File: src/rtl/barrel_pkg.sv
// barrel_normalizer shared types: FSM states and direction codes.
// Optional feature macro: BARREL_NORMALIZER_EARLY_EXIT_EN.
package barrel_pkg;

  typedef enum logic [1:0] {
    IDLE,
    BUSY,
    DONE
  } state_t;

  localparam logic [7:0] DIR_L = "L";
  localparam logic [7:0] DIR_R = "R";

endpackage

File: src/rtl/barrel_normalizer_if.sv
// barrel_normalizer handshake bundle: input word in, normalized result out.
// Optional feature macro: BARREL_NORMALIZER_EARLY_EXIT_EN.
interface barrel_normalizer_if #(
  parameter int WIDTH = 8,
  parameter int SW    = $clog2(WIDTH)
);

  logic             in_valid;
  logic             in_ready;
  logic [WIDTH-1:0] in_data;
  logic             out_valid;
  logic             out_ready;
  logic [WIDTH-1:0] out_data;
  logic [SW-1:0]    out_shift;
  logic             out_zero;

  modport master (
    output in_valid, in_data, out_ready,
    input  in_ready, out_valid, out_data,
    input  out_shift, out_zero
  );

  modport slave (
    input  in_valid, in_data, out_ready,
    output in_ready, out_valid, out_data,
    output out_shift, out_zero
  );

endinterface

File: src/rtl/barrel_normalizer.sv
// Iterative leading/trailing-zero normalizer, one binary-search stage per cycle.
// Optional feature macro: BARREL_NORMALIZER_EARLY_EXIT_EN (exit once normalized).
module barrel_normalizer
  import barrel_pkg::*;
#(
  parameter int         WIDTH     = 8,
  parameter logic [7:0] DIRECTION = DIR_L
) (
  input logic          clk,
  input logic          rst,
  barrel_normalizer_if.slave bus
);

  localparam int SW   = $clog2(WIDTH);
  localparam bit LEFT = (DIRECTION == DIR_L);

  state_t           r_state;
  state_t           w_next;
  logic [WIDTH-1:0] r_work;
  logic [SW-1:0]    r_acc;
  logic [SW-1:0]    r_k;
  logic             r_zero;

  logic [31:0]      w_s;
  logic             w_hit;
  logic [WIDTH-1:0] w_stage;
  logic             w_norm_in;
  logic             w_norm_stage;
  logic             w_accept;
  logic             w_in_zero;

  assign bus.in_ready  = (r_state == IDLE) && !rst;
  assign bus.out_valid = (r_state == DONE);
  assign bus.out_data  = r_work;
  assign bus.out_shift = r_acc;
  assign bus.out_zero  = r_zero;

  assign w_accept  = bus.in_valid && bus.in_ready;
  assign w_in_zero = (bus.in_data == '0);

  // One stage: shift by 2^k when the leading (or trailing) 2^k bits are zero.
  // A stage as wide as the word can only pass for zero, which never gets here.
  always_comb begin
    w_s     = 32'd1 << r_k;
    w_hit   = 1'b0;
    w_stage = r_work;
    if (w_s < 32'(WIDTH)) begin
      if (LEFT) begin
        w_hit = ((r_work >> (32'(WIDTH) - w_s)) == '0);
      end else begin
        w_hit = ((r_work << (32'(WIDTH) - w_s)) == '0);
      end
    end
    if (w_hit) begin
      w_stage = LEFT ? (r_work << w_s) : (r_work >> w_s);
    end
    w_norm_stage = LEFT ? w_stage[WIDTH-1] : w_stage[0];
    w_norm_in    = LEFT ? bus.in_data[WIDTH-1] : bus.in_data[0];
  end

  // State register.
  always_ff @(posedge clk) begin
    if (rst) r_state <= IDLE;
    else     r_state <= w_next;
  end

  // Next-state decode.
  always_comb begin
    w_next = r_state;
    unique case (r_state)
      IDLE: begin
        if (w_accept) begin
          if (w_in_zero) w_next = DONE;
`ifdef BARREL_NORMALIZER_EARLY_EXIT_EN
          else if (w_norm_in) w_next = DONE;
`endif
          else w_next = BUSY;
        end
      end
      BUSY: begin
        if (r_k == '0) w_next = DONE;
`ifdef BARREL_NORMALIZER_EARLY_EXIT_EN
        else if (w_norm_stage) w_next = DONE;
`endif
      end
      DONE: begin
        if (bus.out_ready) w_next = IDLE;
      end
      default: w_next = IDLE;
    endcase
  end

  // Work register, shift accumulator and stage index.
  always_ff @(posedge clk) begin
    if (rst) begin
      r_work <= '0;
      r_acc  <= '0;
      r_k    <= '0;
      r_zero <= 1'b0;
    end else begin
      unique case (r_state)
        IDLE: begin
          if (w_accept) begin
            r_work <= bus.in_data;
            r_acc  <= '0;
            r_k    <= SW'(SW - 1);
            r_zero <= w_in_zero;
          end
        end
        BUSY: begin
          r_work <= w_stage;
          if (w_hit) r_acc <= r_acc + w_s[SW-1:0];
          r_k <= r_k - SW'(1);
        end
        default: ;
      endcase
    end
  end

endmodule

File: src/flat_wrapper.sv
// flat-port wrapper written by rule: the top's interface ports become plain ports
module barrel_normalizer_flat import barrel_pkg::*;
#(
  parameter int         WIDTH     = 8,
  parameter logic [7:0] DIRECTION = DIR_L
)
  (clk, rst, bus_in_valid, bus_in_data, bus_out_ready, bus_in_ready, bus_out_valid, bus_out_data, bus_out_shift, bus_out_zero);
  barrel_normalizer_if #(.WIDTH(WIDTH)) bus_i ();
  input logic clk;
  input logic rst;
  input wire logic [$bits(bus_i.in_valid)-1:0] bus_in_valid;
  input wire logic [$bits(bus_i.in_data)-1:0] bus_in_data;
  input wire logic [$bits(bus_i.out_ready)-1:0] bus_out_ready;
  output wire logic [$bits(bus_i.in_ready)-1:0] bus_in_ready;
  output wire logic [$bits(bus_i.out_valid)-1:0] bus_out_valid;
  output wire logic [$bits(bus_i.out_data)-1:0] bus_out_data;
  output wire logic [$bits(bus_i.out_shift)-1:0] bus_out_shift;
  output wire logic [$bits(bus_i.out_zero)-1:0] bus_out_zero;
  assign bus_i.in_valid = bus_in_valid;
  assign bus_i.in_data = bus_in_data;
  assign bus_i.out_ready = bus_out_ready;
  assign bus_in_ready = bus_i.in_ready;
  assign bus_out_valid = bus_i.out_valid;
  assign bus_out_data = bus_i.out_data;
  assign bus_out_shift = bus_i.out_shift;
  assign bus_out_zero = bus_i.out_zero;
  barrel_normalizer #(.WIDTH(WIDTH), .DIRECTION(DIRECTION)) u_core (.clk(clk), .rst(rst), .bus(bus_i));
endmodule
File: config.mk
export PLATFORM = sky130hd
export DESIGN_NAME = barrel_normalizer_flat
export DESIGN_NICKNAME = d
export VERILOG_FILES = /design/src/rtl/barrel_pkg.sv /design/src/rtl/barrel_normalizer_if.sv /design/src/rtl/barrel_normalizer.sv /design/src/flat_wrapper.sv
export SDC_FILE = /design/constraint.sdc
export NUM_CORES = 1
export LEC_CHECK = 0
export ABC_AREA = 0
export BUFFER_PORTS_ARGS = -buffer_cell sky130_fd_sc_hd__buf_4
export CORE_MARGIN = 3
export CORE_UTILIZATION = 56
export DETAILED_ROUTE_END_ITERATION = 16
export PLACE_DENSITY = 0.77
export SYNTH_ARGS = -nofsm -noshare
export SYNTH_HDL_FRONTEND = slang
export SYNTH_SLANG_ARGS = --single-unit
File: constraint.sdc
create_clock -name clk -period 4.2 [get_ports clk]
set_clock_uncertainty 0.15 [all_clocks]
set_input_delay 0 -clock clk [delete_from_list [all_inputs] [get_ports clk]]
set_output_delay 0 -clock clk [all_outputs]
set_load 0.02 [all_outputs]
==> flow_summary_export.csv, run 1 <==
group,metric,value,unit
outcome,run_status,"completed",
hold_path,hold_ep,"u_core.bus.out_shift[0]$_SDFFE_PP0P_",
final_layout,post_layout_nonfiller_instances,249,
logic_synthesis,synth_async_sr_flop_share,0,%
logic_synthesis,number_of_register_bits_inferred_by_synthesis,17,
critical_path,critical_path.reg2reg.endpoint,"u_core.bus.out_data[0]$_SDFFE_PP0P_",
logic_synthesis,synth.avg_cell_area,7.99,um2
die,start_util,59.5,%
drt,wl_per_cell,18.2,um
place,detailedPlace.worstSlack,374,ps
clocking,clk_path_buf_depth,2,
power,power.ir.vdd_worst,0.279,mV
sta,totalNegativeSetupSlack,0,ps
logic_synthesis,syn_nets,208,
sta,fin_crit,3940,ps
logic_synthesis,netlist.area_leader.share,22.9,%
clocking,cts.sinks,17,
critical_path,worst-endpoint-required,4250,ps
die,floorplan.die.width,57.5,um
logic_synthesis,post-synth-top-count-cell,"sky130_fd_sc_hd__a21oi_1",
logic_synthesis,synth-adder-area-share,8.42,%
sta,drv_slew,0,
logic_synthesis,synth.distinct_cells,51,
sta,setup_repair_after_global_routing_missed_its_margin,"false",
logic_synthesis,dominantRegCellSynth,"sky130_fd_sc_hd__dfxtp_1",
critical_path,worst-r2r-cell-count,12,
hold_path,hold_path_class,"flop to flop",
logic_synthesis,synth_compound_area_share,27.5,%
critical_path,cp-start-kind,"flop",
logic_synthesis,top_cells_by_count_synth,"19 x sky130_fd_sc_hd__a21oi_1, 17 x sky130_fd_sc_hd__dfxtp_1, 15 x sky130_fd_sc_hd__nand2_1, 15 x sky130_fd_sc_hd__nor2_1, 10 x sky130_fd_sc_hd__ha_1",
drt,drc,0,
clocking,cts_resized,0,
power,p_seq_share,32.4,%
drt,ant_nets,0,
critical_path,worst-endpoint-arrival,3990,ps
drt,post_drt_via_cell_ratio,6.65,
hold_path,hold-path-cell-count,2,
die,die_area,3310,um2
drt,initialDrtViolationCount,125,
drt,vias,1655,
power,total_power,675,uW
clocking,numCtsBuffers,3,
logic_synthesis,synthTopCellsByArea,"sky130_fd_sc_hd__dfxtp_1 23%, sky130_fd_sc_hd__ha_1 8.4%, sky130_fd_sc_hd__a21oi_1 6.4%",
critical_path,timing.reg2reg.setup_slack,260,ps
place,place_congestion,0.907,
die,num_io_pins,26,
global_routing,global_route_wire_length_before_repair,7.19,mm
place,placedCellCount,233,
final_layout,syn_to_final_growth,22.9,%
hold_path,hold_path.startpoint,"u_core.bus.out_shift[0]$_SDFFE_PP0P_",
power,power.static_leakage,0.729,nW
final_layout,antenna_cells_inserted,0,
sta,finalSetupViolCount,0,
logic_synthesis,synth-simple-area-share,28.5,%
power,intPower,369,uW
drt,totalWireLength,4.53,mm
logic_synthesis,yosys.area.top_type,"sky130_fd_sc_hd__dfxtp_1",
clocking,clock_root_buffer,"sky130_fd_sc_hd__clkbuf_4",
clocking,worst_skew_pair.late_latency,310,ps
global_routing,initial_antenna_violation_count,0,
die,fp-row-count,18,
logic_synthesis,yosysWarnings,0,
logic_synthesis,syn_inst,186,
clocking,cts_tree,"done",
drt,detailedRoute.firstPassIterationCount,4,
final_layout,drive_gt1_share,20.1,%
clocking,worst_setup_hold_path_clk_slew,110,ps
die,die_boundary_height,57.5,um
critical_path,critical_path.endpoint_type,"flop",
critical_path,setup.worst_path.class,"flop to flop",
logic_synthesis,synth_area,1490,um2
power,power_switching_share,45.4,%
sta,max-slew-margin-rel,10.7,%
power,p_per_area,370,nW/um2
logic_synthesis,proportion_of_synthesized_chip_area_in_sequential_cells,22.9,%
final_layout,finalCoreUtilization,73.1,%
sta,timing.fmax,0.254,GHz
critical_path,r2r_start,"u_core.r_k[0]$_SDFFE_PP0P_",
logic_synthesis,synth_top_family_by_area,"simple AND/OR/NAND/NOR gates",
place,io_buffers,25,
final_layout,nets,242,
global_routing,grt_start_max_net_pins,23,
place,place_hpwl,3.13,mm
power,power.net_switching,307,uW
global_routing,first_global_vias,1525,
logic_synthesis,count_of_flip_flops_with_a_built_in_enable_after_synthesis,0,
power,power.share.clock,14.2,%
global_routing,total_routing_resource_utilization_after_global_routing,27.7,%
global_routing,grt-ovfl-total,0,
logic_synthesis,synth-xor-area-share,1.77,%
power,power_frac_comb,53.4,%
job,drv.max_cap_violation_count,0,
clocking,cts_max_level,1,
die,design.core.area,2500,um2
sta,setup_slack,264,ps
critical_path,worstPathMaxFanout,13,
logic_synthesis,synth.mux.area_fraction,6.57,%
sta,worstMarginPinSlew,1330,ps
sta,timing_hold_violations_final,0,
sta,timing.final.crit_share,93.7,%
[repair_timing]
item                      4_1_cts  5_1_grt
hold buffers                   12        0
hold endpoints to repair       16        0
setup buffers                   0        0
[kinds of logic after synthesis]
logic type,count (synthesis)
fa+ha+maj,10
mux,8
compound gates,57
simple gates,76
flops,17
xor+xnor,3
buf+inv,15
[power groups by stage]
| stage | Clock (mW) | Combinational (mW) | Sequential, mW |
|---|---|---|---|
| after floorplan | 0 | 0.235 | 0.229 |
| after global placement | 0 | 0.337 | 0.220 |
| after detailed placement | 0 | 0.339 | 0.221 |
| after CTS | 0.0968 | 0.352 | 0.217 |
| after global routing | 0.103 | 0.385 | 0.222 |
| final | 0.0958 | 0.360 | 0.219 |
[flip-flops by register name (all words and copies together) (netlist names)]
register / count
u_core.r_k: 3
u_core.bus.out_data: 8
u_core.bus.out_zero: 1
u_core.bus.out_shift: 3
u_core.r_state: 2
[per-stage QoR]
step / hold slack, ps / instance area [um2]
after floorplan: -58.5 / 1490
after global placement: 60.0 / 1680
after detailed placement: 65.2 / 1680
after CTS: 352 / 1830
after global routing: 375 / 1830
final: 351 / 1830
[worst max-delay path by stage]
stage                                     startpoint                                   to  slack [ps]  cells after the start
after global placement    u_core.r_k[0]$_SDFFE_PP0P_  u_core.bus.out_data[6]$_SDFFE_PP0P_         490                     11
after floorplan           u_core.r_k[0]$_SDFFE_PP0P_  u_core.bus.out_data[6]$_SDFFE_PP0P_        1050                     12
final                     u_core.r_k[0]$_SDFFE_PP0P_  u_core.bus.out_data[0]$_SDFFE_PP0P_         260                     12
after CTS                 u_core.r_k[0]$_SDFFE_PP0P_  u_core.bus.out_data[0]$_SDFFE_PP0P_         330                     12
after global routing      u_core.r_k[0]$_SDFFE_PP0P_  u_core.bus.out_data[0]$_SDFFE_PP0P_          40                     12
after detailed placement  u_core.r_k[0]$_SDFFE_PP0P_  u_core.bus.out_data[0]$_SDFFE_PP0P_         370                     12
[cell type report]
| cell class | count | area (um2) |
|---|---|---|
| flip-flops and latches | 17 | 340 |
| repair buffers | 39 | 323 |
| fillers | 200 | 673 |
| inverters | 5 | 18.8 |
| multi-input cells | 154 | 1080 |
| well taps | 30 | 37.5 |
| clock buffers | 4 | 26.3 |
[critical path, cell delays in order, from the launching register on]
cell and delay [ps]:
sky130_fd_sc_hd__dfxtp_1 340, sky130_fd_sc_hd__inv_1 150, sky130_fd_sc_hd__ha_1 500, sky130_fd_sc_hd__nor3_4 120, sky130_fd_sc_hd__or2_2 300, sky130_fd_sc_hd__ha_1 180
sky130_fd_sc_hd__a211o_1 230, sky130_fd_sc_hd__ha_1 270, sky130_fd_sc_hd__nor3b_1 50, sky130_fd_sc_hd__o31ai_1 1080, sky130_fd_sc_hd__nand2_1 150, sky130_fd_sc_hd__a31oi_1 250
sky130_fd_sc_hd__nor2_1 50
[per-layer routing]
layer  part of all wire, %  track usage, %  vias to the layer above
met2                    43            42.4                      119
met4                   3.5            13.6                        0
met3                    12            3.62                       26
met5                     0               0                        -
met1                    42            38.2                      746
li1                      -               -                      764
[placed cells by master, fill, tap and decap left out, types with 3 or more instances in the layout]
cell                            synthesis  routed
sky130_fd_sc_hd__xnor2_1                3       3
sky130_fd_sc_hd__mux2_2                 4       4
sky130_fd_sc_hd__nand3_1                3       3
sky130_fd_sc_hd__a21oi_1               19      19
sky130_fd_sc_hd__o21ai_0                4       4
sky130_fd_sc_hd__a211oi_1               5       5
sky130_fd_sc_hd__nor3_1                 9       9
sky130_fd_sc_hd__o211ai_1               5       5
sky130_fd_sc_hd__clkbuf_4               0       3
sky130_fd_sc_hd__buf_4                  0      27
sky130_fd_sc_hd__nand2_1               15      15
sky130_fd_sc_hd__dfxtp_1               17      17
sky130_fd_sc_hd__or3_1                  4       4
sky130_fd_sc_hd__inv_1                  5       5
sky130_fd_sc_hd__mux2i_1                3       3
sky130_fd_sc_hd__nor2b_1                3       3
sky130_fd_sc_hd__nand2b_1               7       7
sky130_fd_sc_hd__dlygate4sd3_1          0      12
sky130_fd_sc_hd__nor2_1                15      15
sky130_fd_sc_hd__nand4b_1               4       4
sky130_fd_sc_hd__ha_1                  10      10
No activity file was read; power rests on OpenSTA's default activity.
==> run 2, diff against run 1 <==
--- a/config.mk
+++ b/config.mk
@@ -6,11 +6,11 @@
 export NUM_CORES = 1
 export LEC_CHECK = 0
 export ABC_AREA = 0
-export BUFFER_PORTS_ARGS = -buffer_cell sky130_fd_sc_hd__buf_4
 export CORE_MARGIN = 3
-export CORE_UTILIZATION = 56
+export CORE_UTILIZATION = 60
 export DETAILED_ROUTE_END_ITERATION = 16
-export PLACE_DENSITY = 0.77
+export DONT_BUFFER_PORTS = 1
+export PLACE_DENSITY = 0.73
 export SYNTH_ARGS = -nofsm -noshare
 export SYNTH_HDL_FRONTEND = slang
 export SYNTH_SLANG_ARGS = --single-unit
==> flow_summary_export.csv, run 2 (same netlist as run 1, synthesis figures left out) <==
group,metric,value,unit
outcome,run_status,"completed",
clocking,cts.sinks,17,
clocking,cts_tree,"done",
critical_path,worst-endpoint-arrival,3650,ps
power,power.static_leakage,0.596,nW
clocking,numCtsBuffers,3,
job,drv.max_cap_violation_count,0,
clocking,clk_path_buf_depth,2,
global_routing,initial_antenna_violation_count,0,
clocking,worst_setup_hold_path_clk_slew,100,ps
sta,timing.final.crit_share,85.5,%
clocking,cts_resized,0,
sta,drv_slew,0,
drt,wl_per_cell,19.3,um
critical_path,cp-start-kind,"flop",
power,power.ir.vdd_worst,0.302,mV
final_layout,final_common_cell,"sky130_fd_sc_hd__a21oi_1",
global_routing,grt_start_max_net_pins,23,
sta,setup_repair_after_global_routing_missed_its_margin,"false",
critical_path,setup.worst_path.class,"flop to flop",
global_routing,global_route_wire_length_before_repair,6.93,mm
sta,fin_crit,3590,ps
final_layout,multi_input_comb_area,1080,um2
drt,post_drt_via_cell_ratio,6.82,
drt,drc,0,
sta,worstMarginPinSlew,794,ps
power,p_per_area,387,nW/um2
drt,ant_nets,0,
die,die_boundary_height,55.8,um
sta,timing.fmax,0.278,GHz
final_layout,largest_reg_flops,8,
hold_path,hold_path_class,"primary input to flop",
final_layout,drive_gt1_share,9.33,%
final_layout,area.sequential,340,um2
final_layout,post_layout_nonfiller_instances,221,
drt,totalWireLength,4.27,mm
drt,detailedRoute.firstPassIterationCount,5,
final_layout,syn_to_final_growth,9.60,%
final_layout,antenna_cells_inserted,0,
drt,initialDrtViolationCount,80,
die,die_area,3110,um2
critical_path,critical_path.endpoint_type,"flop",
sta,finalSetupViolCount,0,
clocking,worst_skew_pair.late_latency,300,ps
clocking,cts_max_level,1,
die,start_util,65.3,%
die,design.core.area,2280,um2
place,place_hpwl,3.16,mm
die,floorplan.die.width,55.8,um
place,place_congestion,1.02,
sta,max-slew-margin-rel,47.0,%
place,placedCellCount,205,
die,fp-row-count,17,
place,io_buffers,0,
global_routing,first_global_vias,1401,
critical_path,worstPathMaxFanout,13,
final_layout,nets,216,
global_routing,total_routing_resource_utilization_after_global_routing,28.0,%
sta,timing_hold_violations_final,0,
clocking,clock_root_buffer,"sky130_fd_sc_hd__clkbuf_4",
drt,vias,1507,
critical_path,worst-endpoint-required,4260,ps
die,num_io_pins,26,
final_layout,final_cell_mix,"19 x sky130_fd_sc_hd__a21oi_1, 17 x sky130_fd_sc_hd__dfxtp_1, 15 x sky130_fd_sc_hd__nor2_1, 15 x sky130_fd_sc_hd__nand2_1, 12 x sky130_fd_sc_hd__dlygate4sd3_1",
global_routing,grt-ovfl-total,0,
sta,totalNegativeSetupSlack,0,ps
final_layout,fillCellCount,184,
==> run 2: changes by cell type in the layout (fill, tap and decap cells not counted) <==
cell,previous run,this run
sky130_fd_sc_hd__buf_4,27,1
==> run 2: final cells by class <==
cell class | instances | share of cell area, %
Sequential cell | 17 | 20.9
Clock buffer | 4 | 1.61
Timing Repair Buffer | 13 | 7.83
Inverter | 5 | 1.15
Multi-Input combinational cell | 154 | 66.4
Tap cell | 28 | 2.15
==> run 2: repair_timing <==
action / 4_1_cts / 5_1_grt
endpoints found under the hold margin: 18 / 0
setup buffers: 0 / 0
hold buffers: 12 / 0
==> run 2: metrics by stage <==
stage | cell area [um2] | utilization (%) | setup WS (ps) | hold slack, ps | power [mW]
floorplan | 1490 | - | 1050 | -58.5 | 0.465
global placement | 1480 | 65.1 | 826 | -76.4 | 0.513
detailed placement | 1480 | 65.1 | 658 | -73.0 | 0.522
CTS | 1630 | 71.6 | 658 | 38.6 | 0.628
global route | 1630 | 71.6 | 382 | 118 | 0.673
finish | 1630 | 71.6 | 609 | 70.1 | 0.631
==> run 2: critical path, stage by stage (launching register included) <==
cell and delay [ps]:
sky130_fd_sc_hd__dfxtp_1 350, sky130_fd_sc_hd__inv_1 150, sky130_fd_sc_hd__ha_1 530, sky130_fd_sc_hd__nand2b_1 340, sky130_fd_sc_hd__ha_1 440, sky130_fd_sc_hd__nor2b_1 60, sky130_fd_sc_hd__o21ai_0 130, sky130_fd_sc_hd__or4b_4 510
sky130_fd_sc_hd__a221oi_4 400, sky130_fd_sc_hd__nor2_2 90, sky130_fd_sc_hd__o41ai_2 330
==> run 2: path summary, 6_finish.rpt <==
kind | startpoint | end | slack (ps) | depth (start not counted)
setup / recovery | u_core.r_k[0]$_SDFFE_PP0P_ | u_core.bus.out_data[6]$_SDFFE_PP0P_ | 610 | 10
hold reg to reg | u_core.r_k[1]$_SDFFE_PP0P_ | u_core.r_k[1]$_SDFFE_PP0P_ | 420 | 2
setup reg to reg | u_core.r_k[0]$_SDFFE_PP0P_ | u_core.bus.out_data[6]$_SDFFE_PP0P_ | 610 | 10
hold / removal | bus_in_data[7] | u_core.r_state[1]$_SDFFE_PP0P_ | 70 | 3
==> run 2: where the power goes <==
part           internal [mW]  switching (mW)
Sequential             0.182          0.0591
Combinational          0.121           0.175
Clock                 0.0371          0.0564
Total                  0.341           0.290
==> run 2: per-layer routing <==
metal | wire length, um | vias to the layer above | track usage (%)
met5 | 0 | - | 0
li1 | - | 720 | -
met3 | 445 | 17 | 6.03
met2 | 1900 | 90 | 42.9
met4 | 121 | 0 | 12.2
met1 | 1800 | 680 | 37.7
==> run 3, diff against run 2 <==
--- a/config.mk
+++ b/config.mk
@@ -7,10 +7,10 @@
 export LEC_CHECK = 0
 export ABC_AREA = 0
 export CORE_MARGIN = 3
-export CORE_UTILIZATION = 60
+export CORE_UTILIZATION = 57
 export DETAILED_ROUTE_END_ITERATION = 16
 export DONT_BUFFER_PORTS = 1
-export PLACE_DENSITY = 0.73
+export PLACE_DENSITY = 0.72
 export SYNTH_ARGS = -nofsm -noshare
 export SYNTH_HDL_FRONTEND = slang
 export SYNTH_SLANG_ARGS = --single-unit
==> constraint.sdc (replaced) <==
create_clock -name clk -period 3 [get_ports clk]
set_clock_uncertainty 0.15 [all_clocks]
set_input_delay 0 -clock clk [delete_from_list [all_inputs] [get_ports clk]]
set_output_delay 0 -clock clk [all_outputs]
set_load 0.02 [all_outputs]
==> flow_summary_export.csv, run 3 (same netlist as run 1, synthesis figures left out) <==
group,metric,value,unit
sta,timing.fmax,0.341,GHz
critical_path,r2r_start,"u_core.r_k[0]$_SDFFE_PP0P_",
drt,drc,0,
place,place_hpwl,3.35,mm
critical_path,worst-r2r-cell-count,13,
clocking,clk_path_buf_depth,2,
hold_path,hold_path.startpoint,"rst",
global_routing,grt-ovfl-total,0,
sta,hold-worst-slack,22.0,ps
power,power.static_leakage,0.727,nW
sta,totalNegativeSetupSlack,0,ps
sta,drv_slew,0,
global_routing,use_met3,7.24,%
global_routing,grt_start_max_net_pins,19,
sta,finalSetupViolCount,0,
hold_path,hold_ep,"bus_in_ready",
die,fp-row-count,17,
place,detailedPlace.worstSlack,-20.3,ps
final_layout,final_cell_mix,"21 x sky130_fd_sc_hd__buf_4, 19 x sky130_fd_sc_hd__a21oi_1, 16 x sky130_fd_sc_hd__dlygate4sd3_1, 16 x sky130_fd_sc_hd__dfxtp_1",
global_routing,first_global_vias,1479,
power,power.ir.vdd_worst,0.452,mV
sta,setup_slack,67.4,ps
global_routing,initial_antenna_violation_count,0,
sta,max-slew-margin-rel,58.9,%
final_layout,largest_reg_flops,8,
critical_path,critical_path.endpoint_type,"flop",
place,placedCellCount,218,
drt,totalWireLength,4.89,mm
place,place_congestion,0.943,
die,die_area,3260,um2
place,io_buffers,0,
outcome,run_status,"completed",
final_layout,fillCellCount,155,
global_routing,grt_use_met2,41.8,%
global_routing,grt_util_met1,41.9,%
clocking,cts.sinks,17,
hold_path,hold_path_class,"primary input to primary output",
clocking,worst_setup_hold_path_clk_slew,100,ps
final_layout,drive_gt1_share,21.7,%
final_layout,area.sequential,342,um2
clocking,cts_tree,"done",
drt,ant_nets,0,
global_routing,total_routing_resource_utilization_after_global_routing,29.4,%
final_layout,syn_to_final_growth,25.1,%
hold_path,hold-path-cell-count,2,
final_layout,post_layout_nonfiller_instances,245,
global_routing,global_route_wire_length_before_repair,7.48,mm
power,p_per_area,528,nW/um2
final_layout,finalCoreUtilization,79.5,%
critical_path,worst-endpoint-arrival,3020,ps
drt,vias,1684,
final_layout,multi_input_comb_area,1120,um2
critical_path,setup.worst_path.class,"flop to flop",
clocking,numCtsBuffers,3,
critical_path,cp-start-kind,"flop",
clocking,cts_max_level,1,
drt,detailedRoute.firstPassIterationCount,5,
drt,wl_per_cell,20.0,um
sta,timing_hold_violations_final,0,
job,drv.max_cap_violation_count,0,
final_layout,antenna_cells_inserted,0,
final_layout,final_common_cell,"sky130_fd_sc_hd__buf_4",
global_routing,grt_most_used_layer,"met1",
die,num_io_pins,26,
critical_path,critical_path.reg2reg.endpoint,"u_core.bus.out_data[7]$_SDFFE_PP0P_",
critical_path,worst-endpoint-required,3090,ps
sta,worstMarginPinSlew,614,ps
drt,initialDrtViolationCount,147,
sta,fin_crit,2930,ps
final_layout,nets,240,
clocking,clock_root_buffer,"sky130_fd_sc_hd__clkbuf_4",
clocking,worst_skew_pair.late_latency,290,ps
sta,timing.final.crit_share,97.8,%
die,start_util,63.5,%
critical_path,timing.reg2reg.setup_slack,70,ps
critical_path,worstPathMaxFanout,10,
die,design.core.area,2340,um2
die,floorplan.die.width,57.1,um
die,die_boundary_height,57.1,um
drt,post_drt_via_cell_ratio,6.87,
==> run 3: worst max-delay path by stage <==
stage | from | to | slack [ps] | cells after the start
global placement | u_core.r_k[0]$_SDFFE_PP0P_ | u_core.bus.out_data[2]$_SDFFE_PP0P_ | 150 | 11
global route | u_core.r_k[0]$_SDFFE_PP0P_ | u_core.bus.out_shift[2]$_SDFFE_PP0P_ | -30 | 12
floorplan | u_core.r_k[0]$_SDFFE_PP0P_ | u_core.bus.out_data[6]$_SDFFE_PP0P_ | 80 | 12
CTS | u_core.r_k[0]$_SDFFE_PP0P_ | u_core.bus.out_data[2]$_SDFFE_PP0P_ | 0.3 | 11
detailed placement | u_core.r_k[0]$_SDFFE_PP0P_ | u_core.bus.out_data[2]$_SDFFE_PP0P_ | -20 | 11
finish | u_core.r_k[0]$_SDFFE_PP0P_ | u_core.bus.out_data[7]$_SDFFE_PP0P_ | 70 | 13
==> run 3: critical path, stage by stage (launching register included) <==
cell                      delay (ps)
sky130_fd_sc_hd__dfxtp_2         360
sky130_fd_sc_hd__inv_2           110
sky130_fd_sc_hd__ha_2            230
sky130_fd_sc_hd__nor3_4           50
sky130_fd_sc_hd__or2_2           270
sky130_fd_sc_hd__ha_1            180
sky130_fd_sc_hd__a211o_1         230
sky130_fd_sc_hd__ha_1            300
sky130_fd_sc_hd__nor3b_2          60
sky130_fd_sc_hd__o31ai_2         240
sky130_fd_sc_hd__buf_4           220
sky130_fd_sc_hd__a21oi_1          80
sky130_fd_sc_hd__a21oi_1         220
sky130_fd_sc_hd__o21a_1          180
==> run 3: what timing repair did <==
action,4_1_cts,5_1_grt
setup buffers,0,7
pin swaps,1,1
hold buffers,16,0
gates resized for setup,0,9
endpoints found under the setup margin,2,11
hold endpoints to repair,17,0
==> run 3: metrics by stage <==
step | area [um2] | power [mW]
detailed placement | 1590 | 0.777
floorplan | 1490 | 0.653
CTS | 1770 | 0.920
global placement | 1590 | 0.763
global route | 1860 | 1.03
finish | 1860 | 0.981
==> run 3: area by class of cell <==
cell class	instances	area share (%)
tap	28	1.88
inverter	5	1.01
multi-input combinational	154	60.2
sequential	17	18.4
timing repair buffer	37	17.1
clock buffer	3	1.21
clock inverter	1	0.269
==> run 3: per-layer routing <==
layer	share of wire, %	vias to the layer above
li1	-	763
met1	40	769
met2	46	135
met3	12	17
met4	2.3	0
met5	0	-
==> run 3: report_power, final <==
part | leakage, nW | switching [mW] | internal, mW
clock network | 0.0177 | 0.0739 | 0.0497
registers | 0.140 | 0.0734 | 0.256
logic | 0.570 | 0.293 | 0.235
total | 0.727 | 0.440 | 0.541
